===== src/rtl/mem_arbiter.sv =====
// Shares one single-port memory between the fetch and data ports of a hart.
// One outstanding transaction; data has priority, bounded by a fetch starvation counter.
`timescale 1ns/1ps

module mem_arbiter #(
  parameter int unsigned STARVE_LIMIT = 4
) (
  input  logic        i_clk,
  input  logic        i_rst_n,
  input  logic        i_if_req,
  input  logic [31:0] i_if_addr,
  output logic        o_if_gnt,
  output logic        o_if_rvalid,
  output logic [31:0] o_if_rdata,
  input  logic        i_d_req,
  input  logic [31:0] i_d_addr,
  input  logic        i_d_wen,
  input  logic [31:0] i_d_wdata,
  input  logic [3:0]  i_d_mask,
  output logic        o_d_gnt,
  output logic        o_d_rvalid,
  output logic [31:0] o_d_rdata,
  output logic [31:0] o_mem_addr,
  output logic        o_mem_ren,
  output logic        o_mem_wen,
  output logic [31:0] o_mem_wdata,
  output logic [3:0]  o_mem_mask,
  input  logic        i_mem_ack,
  input  logic [31:0] i_mem_rdata
);

  localparam int unsigned      CNT_W = $clog2(STARVE_LIMIT + 1);
  localparam logic [CNT_W-1:0] LIMIT = CNT_W'(STARVE_LIMIT);

  typedef enum logic {
    S_IDLE = 1'b0,
    S_WAIT = 1'b1
  } state_t;

  state_t            state_q, state_d;
  logic [CNT_W-1:0]  starve_q, starve_d;
  logic              own_data_q, own_data_d;
  logic [31:0]       mem_addr_q, mem_addr_d;
  logic              mem_ren_q, mem_ren_d;
  logic              mem_wen_q, mem_wen_d;
  logic [31:0]       mem_wdata_q, mem_wdata_d;
  logic [3:0]        mem_mask_q, mem_mask_d;
  logic              if_rvalid_q, if_rvalid_d;
  logic              d_rvalid_q, d_rvalid_d;
  logic [31:0]       if_rdata_q, if_rdata_d;
  logic [31:0]       d_rdata_q, d_rdata_d;

  logic              if_gnt;
  logic              d_gnt;
  logic              fetch_wins;
  logic              unused_addr_lsbs;

  // Memory is word addressed; the byte offset is carried by the lane mask.
  assign unused_addr_lsbs = ^{i_if_addr[1:0], i_d_addr[1:0]};

  function automatic logic [CNT_W-1:0] sat_inc(input logic [CNT_W-1:0] v);
    return (v >= LIMIT) ? LIMIT : v + CNT_W'(1);
  endfunction

  always_comb begin
    state_d     = state_q;
    starve_d    = starve_q;
    own_data_d  = own_data_q;
    mem_addr_d  = mem_addr_q;
    mem_ren_d   = mem_ren_q;
    mem_wen_d   = mem_wen_q;
    mem_wdata_d = mem_wdata_q;
    mem_mask_d  = mem_mask_q;
    if_rvalid_d = 1'b0;
    d_rvalid_d  = 1'b0;
    if_rdata_d  = if_rdata_q;
    d_rdata_d   = d_rdata_q;
    if_gnt      = 1'b0;
    d_gnt       = 1'b0;
    fetch_wins  = i_if_req && (!i_d_req || (starve_q >= LIMIT));

    case (state_q)
      S_IDLE: begin
        if (fetch_wins) begin
          if_gnt      = 1'b1;
          state_d     = S_WAIT;
          own_data_d  = 1'b0;
          mem_addr_d  = {i_if_addr[31:2], 2'b00};
          mem_ren_d   = 1'b1;
          mem_wen_d   = 1'b0;
          mem_wdata_d = 32'h0;
          mem_mask_d  = 4'b1111;
          starve_d    = '0;
        end else if (i_d_req) begin
          d_gnt       = 1'b1;
          state_d     = S_WAIT;
          own_data_d  = 1'b1;
          mem_addr_d  = {i_d_addr[31:2], 2'b00};
          mem_ren_d   = !i_d_wen;
          mem_wen_d   = i_d_wen;
          mem_wdata_d = i_d_wdata;
          mem_mask_d  = i_d_mask;
          starve_d    = i_if_req ? sat_inc(starve_q) : '0;
        end else begin
          starve_d    = '0;
        end
      end
      S_WAIT: begin
        // Completion: strobes drop at once, the owner sees its response next cycle.
        if (i_mem_ack) begin
          state_d   = S_IDLE;
          mem_ren_d = 1'b0;
          mem_wen_d = 1'b0;
          if (own_data_q) begin
            d_rvalid_d = 1'b1;
            d_rdata_d  = mem_wen_q ? 32'h0 : i_mem_rdata;
          end else begin
            if_rvalid_d = 1'b1;
            if_rdata_d  = i_mem_rdata;
          end
        end
      end
      default: state_d = S_IDLE;
    endcase
  end

  always_ff @(posedge i_clk or negedge i_rst_n) begin
    if (!i_rst_n) begin
      state_q     <= S_IDLE;
      starve_q    <= '0;
      own_data_q  <= 1'b0;
      mem_addr_q  <= 32'h0;
      mem_ren_q   <= 1'b0;
      mem_wen_q   <= 1'b0;
      mem_wdata_q <= 32'h0;
      mem_mask_q  <= 4'h0;
      if_rvalid_q <= 1'b0;
      d_rvalid_q  <= 1'b0;
      if_rdata_q  <= 32'h0;
      d_rdata_q   <= 32'h0;
    end else begin
      state_q     <= state_d;
      starve_q    <= starve_d;
      own_data_q  <= own_data_d;
      mem_addr_q  <= mem_addr_d;
      mem_ren_q   <= mem_ren_d;
      mem_wen_q   <= mem_wen_d;
      mem_wdata_q <= mem_wdata_d;
      mem_mask_q  <= mem_mask_d;
      if_rvalid_q <= if_rvalid_d;
      d_rvalid_q  <= d_rvalid_d;
      if_rdata_q  <= if_rdata_d;
      d_rdata_q   <= d_rdata_d;
    end
  end

  // Grants are combinational, so they are masked while reset is held.
  assign o_if_gnt    = if_gnt & i_rst_n;
  assign o_d_gnt     = d_gnt & i_rst_n;
  assign o_if_rvalid = if_rvalid_q;
  assign o_if_rdata  = if_rdata_q;
  assign o_d_rvalid  = d_rvalid_q;
  assign o_d_rdata   = d_rdata_q;
  assign o_mem_addr  = mem_addr_q;
  assign o_mem_ren   = mem_ren_q;
  assign o_mem_wen   = mem_wen_q;
  assign o_mem_wdata = mem_wdata_q;
  assign o_mem_mask  = mem_mask_q;

endmodule


===== config.mk =====
export PLATFORM = sky130hd
export DESIGN_NAME = mem_arbiter
export DESIGN_NICKNAME = d
export VERILOG_FILES = /design/src/rtl/mem_arbiter.sv
export SDC_FILE = /design/constraint.sdc
export NUM_CORES = 1
export LEC_CHECK = 0
export ABC_CLOCK_PERIOD_IN_PS = 1600
export BUFFER_PORTS_ARGS = -buffer_cell sky130_fd_sc_hd__buf_2
export CORE_MARGIN = 3
export CORE_UTILIZATION = 47
export CTS_CLUSTER_DIAMETER = 40
export DETAILED_ROUTE_END_ITERATION = 7
export PLACE_DENSITY = 0.8
export SLEW_MARGIN = 20
export SYNTH_ARGS = -nofsm -noshare
export SYNTH_HDL_FRONTEND = slang
export SYNTH_SLANG_ARGS = --single-unit

===== constraint.sdc =====
create_clock -name i_clk -period 1.6 [get_ports i_clk]
set_input_delay 0.32 -clock i_clk [delete_from_list [all_inputs] [get_ports i_clk]]
set_output_delay 0.32 -clock i_clk [all_outputs]
set_load 0.05 [all_outputs]

# --- Word level (Yosys, flattened, before mapping) ---
# Cells that the tools add are included.
# Widths: inputs -> output; s select.
totals:
  register_bits: 141
  mem_count: 0
  rom_bits: 0
  latchBits: 0
  elab_cells: 63
  mem_bits_rw: 0
op_classes:
  eq_ne: 2
  n_mul: 0
  order_cmp: 1
  bitwise: 4
  n_reduce_logical: 9
  mux: 34
  n_addsub: 1
  div: 0
  shifts: 0
op_table:
  columns: ["cell", "count"]
  rows:
  - ["$mux 32", 5]
  - ["$mux 1", 20]
  - ["$mux 3", 4]
  - ["$mux 4", 2]
  - ["$pmux 1 s2", 3]
  - ["$reduce_and 3->1", 2]
  - ["$reduce_and 2->1", 2]
  - ["$add 3x1->3 const B", 1]
  - ["$ge 3x3->1 const B", 1]
  - ["$ne 3x3->1 const B", 1]
  - ["$and 1x1->1", 2]
  - ["$logic_not 1->1", 2]
  - ["$ne 2x2->1 const B", 1]
  - ["$not 1->1", 2]
  - ["$reduce_bool 2->1", 1]
  - ["$logic_and 1x1->1", 1]
  - ["$logic_or 1x1->1", 1]

# --- Logic depth before layout (Yosys ltp) ---
depth:
  depth_word: 6
  depth_mapped: 6
  depth_no_buf: 4

# --- Least setup slack after synthesis ---
# OpenSTA, ideal clock, no wires.
synth_timing:
  kind: "register to output"
  startpoint: "register state_q"
  endpoint: "output port o_d_gnt"
  path_slack_ps: -204
  arrival_ps: 1484
  stages_incl_launch_ff: 7
  required_time_ps: 1280
  path_buffers: 3
  path_cell_list: "dfrtp_1 -> buf_6 -> inv_1 -> and3_1 -> buf_2 -> buf_2 -> and2_1"
synth_via:
  elab_chain_len: 2
synth_lines:
  columns: ["item", "line", "text"]
  rows:
  - ["from (decl)", "40", "state_t state_q, state_d;"]
  - ["from (signal assigned)", "142", "state_q <= state_d;"]
  - ["$mux 1", "82", "case (state_q)"]
  - ["$and 1x1->1", "159", "assign o_d_gnt = d_gnt & i_rst_n;"]
  - ["to (decl)", "20", "output logic o_d_gnt,"]
# No other way between the ends.

# --- Worst setup path after layout ---
# Ends and elaborated chain as after synthesis.

==> results.yml <==
setup_path:
  slowest_delay_ps: 440
  worst_path_max_delay_cell: "dfrtp_2"
  required_ps: 1280
  worstPathCellList: "inv_4, and3_4, and2_4, buf_8"
  crit_type: "flip-flop to output port"
  critPathCaptureType: "output port"
  startpoint: "state_q$_DFF_PN0_"
  r2r-start: "state_q$_DFF_PN0_"
  critical_path_arrival_ps: 1390
  r2r_setup_slack_ps: 20
  cp-start-kind: "flip-flop"
  crit_fanout: 5
grt:
  grt_pass1_wl_mm: 24.42
  grt_max_degree: 134
  track_usage_pct: 23.04
  grt.overflow.total: 0
  first_global_vias: 4893
  antenna_found_initial: 0
floorplanning:
  io_pins: 276
  die_h_um: 117.2
  die_w_um: 117.2
  start_util_pct: 49.44
  die_area_um2: 13740
  core_um2: 11760
  num_rows: 39
drt:
  firstDrtPassIters: 4
  initialDrtViolationCount: 301
  wl_mm: 16.65
  num_vias: 5012
  routedWlPerCell_um: 17.54
  drtAntennaViolNets: 0
  drcViolationCount: 0
  viasPerCell: 5.281
placed_design:
  port_buffers: 269
  gp_congestion: 0.7980
  dp_hpwl_mm: 11.41
  dpl.cell_count: 906
power_and_ir_drop:
  powerDensity_nw_per_um2: 2332
  total_power_mw: 18.81
  ir_drop_v: 0.001136
  leakage_nw: 4.158
cts:
  path_clk_slew_ps: 60
  clkSinkCount: 139
  clk_path_buf_depth: 2
  h-tree-depth: 4
  clk_latency_ps: 410
  tritoncts: "yes"
  cts-root-buf: "clkbuf_16"
  numCtsBuffers: 17
synthesis:
  async_reset_ff_share_pct: 100.0
  synthesis.area_um2: 5814
  synth_edf_count: 0
  synthFlopType: "dfrtp_1"
  ys_seq_area_share_pct: 59.82
  synth_cells: 504
  yosys_warnings: 0
  ys_types: 29
  ys_seq_elements: 139
  synth.avg_cell_area_um2: 11.54
sta:
  hold_violations: 0
  hold_ws_ps: 6.527
  rsz0062_at_grt: "yes"
  tightest_slew_ps: 801.2
  fin_crit_sh_pct: 106.9
  period_minus_slack_ps: 1710
  drv_slew: 0
  finClkSkew_ps: 4.724
  clock.fmax_mhz: 584.8
  relSlewSlack_pct: 46.53
  setup_viol: 2
  fin_ws_ps: -110.1
final_layout:
  nets: 914
  fill_cells: 870
  multi_input_area_um2: 2123
  final_core_util_pct: 68.61
  final_cells: 949
  seqCellArea_um2: 3480
  areaGrowthSynthToFinish_pct: 38.78
  diodes: 0
  drive_gt1_share_pct: 46.88
outcome:
  violations: "negative setup slack"
  outcome: "complete, but fails checks"
job:
  cap_violations: 0
min_path:
  hp-class: "primary input to async pin"
==> registers in the layout, indices dropped and copies added (netlist names) <==
name,flops
o_d_rdata,32
o_d_rvalid,1
o_if_rdata,32
o_if_rvalid,1
o_mem_addr,30
o_mem_mask,4
o_mem_ren,1
o_mem_wdata,32
o_mem_wen,1
own_data_q,1
starve_q,3
state_q,1
==> cells in the final DEF (no fill, tap or decap), types with 2 or more instances in the layout <==
master     netlist  layout
buf_2           18     266
dfrtp_1        139     138
o21ai_0         66      66
nand2_1         38      38
nand2b_1        33      32
a22o_1          32      32
a21oi_1         32      31
nor2_1          30      30
mux2_4          29      29
a31oi_1         30      28
clkbuf_16        0      18
buf_4            2      14
inv_1            7       6
clkinv_2         0       6
buf_6            2       6
buf_12           3       6
o22a_1           4       4
nand3_1          4       3
mux2_2           3       3
a31oi_4          0       2
ha_1             2       2
conb_1           1       2
clkbuf_1        20       2
bufinv_16        0       2
clkbuf_8         0       2
==> path summary, 6_finish.rpt <==
kind,end,cells after the start
setup / recovery,o_d_gnt,4
hold / removal,o_d_rdata[28]$_DFFE_PN0P_,2
setup reg to reg,o_if_rdata[29]$_DFFE_PN0P_,5
hold reg to reg,o_d_rdata[5]$_DFFE_PN0P_,2
max in group asynchronous,state_q$_DFF_PN0_,2
min in group i_clk,o_mem_ren$_DFFE_PN0P_,2
==> per-stage QoR <==
stage	area, um2	worst slack [ps]	setup TNS [ps]
after global placement	7293	30.59	0
after floorplan	5822	-10.42	-10.42
final	8069	-110.1	-182.4
after detailed placement	7293	-50.76	-403.9
after global routing	8069	-159.1	-409.8
after CTS	7911	-119.8	-443.5
==> cell type report <==
class	instances	area share, %
Multi-Input combinational cell	314	26.31
Clock buffer	21	5.706
Tap cell	164	2.543
Timing Repair Buffer	295	20.75
Clock inverter	9	1.209
Inverter	7	0.3566
Sequential cell	139	43.12
==> cells by family after synthesis <==
| family | after synthesis | synth area share [%] |
|---|---|---|
| buf+inv | 52 | 4.971 |
| fa+ha+maj | 2 | 0.4303 |
| compound gates | 167 | 17.56 |
| other cells | 1 | 0.06450 |
| mux | 32 | 8.070 |
| flops | 139 | 59.82 |
| simple gates | 111 | 9.082 |
==> metal layers <==
metal / track usage, % / routed length [um] / vias up
met3: 7.198 / 1461 / 27
met1: 27.51 / 6561 / 2443
li1: - / - / 2293
met5: 0 / 0 / -
met2: 39.18 / 8307 / 249
met4: 8.486 / 318 / 0
==> critical path, delay by kind of cell (launching register included) <==
family                 cells  cell delay, ps
buffers and inverters      2             220
AND/OR/NAND/NOR            2             320
flip-flops                 1             440
==> where the power goes <==
group          leakage (nW)  switching [mW]  internal [mW]
logic                  2.20            6.85           2.52
registers              1.68           0.795           4.91
clock network         0.278            1.40           2.34
==> cell usage after synthesis, types with 2 or more instances <==
cell type / number / area, um2
clkbuf_1: 20 / 75.07
inv_1: 7 / 26.28
mux2_4: 29 / 435.4
buf_4: 2 / 15.01
a21oi_1: 32 / 160.2
a31oi_1: 30 / 187.7
dfrtp_1: 139 / 3478
buf_6: 2 / 22.52
nand3_1: 4 / 20.02
nand2_1: 38 / 142.6
a22o_1: 32 / 280.3
buf_2: 18 / 90.09
nand2b_1: 33 / 206.5
o22a_1: 4 / 35.03
nor2_1: 30 / 112.6
o21ai_0: 66 / 330.3
buf_12: 3 / 60.06
mux2_2: 3 / 33.78
ha_1: 2 / 25.02
==> what timing repair did <==
item,in CTS,in global routing
gates resized for setup,8,9
hold endpoints to repair,6,6
cloned,0,3
pin swaps,0,1
buffers inserted,5,5
setup endpoints to repair,3,37
Power figures use the tool's default switching activity.
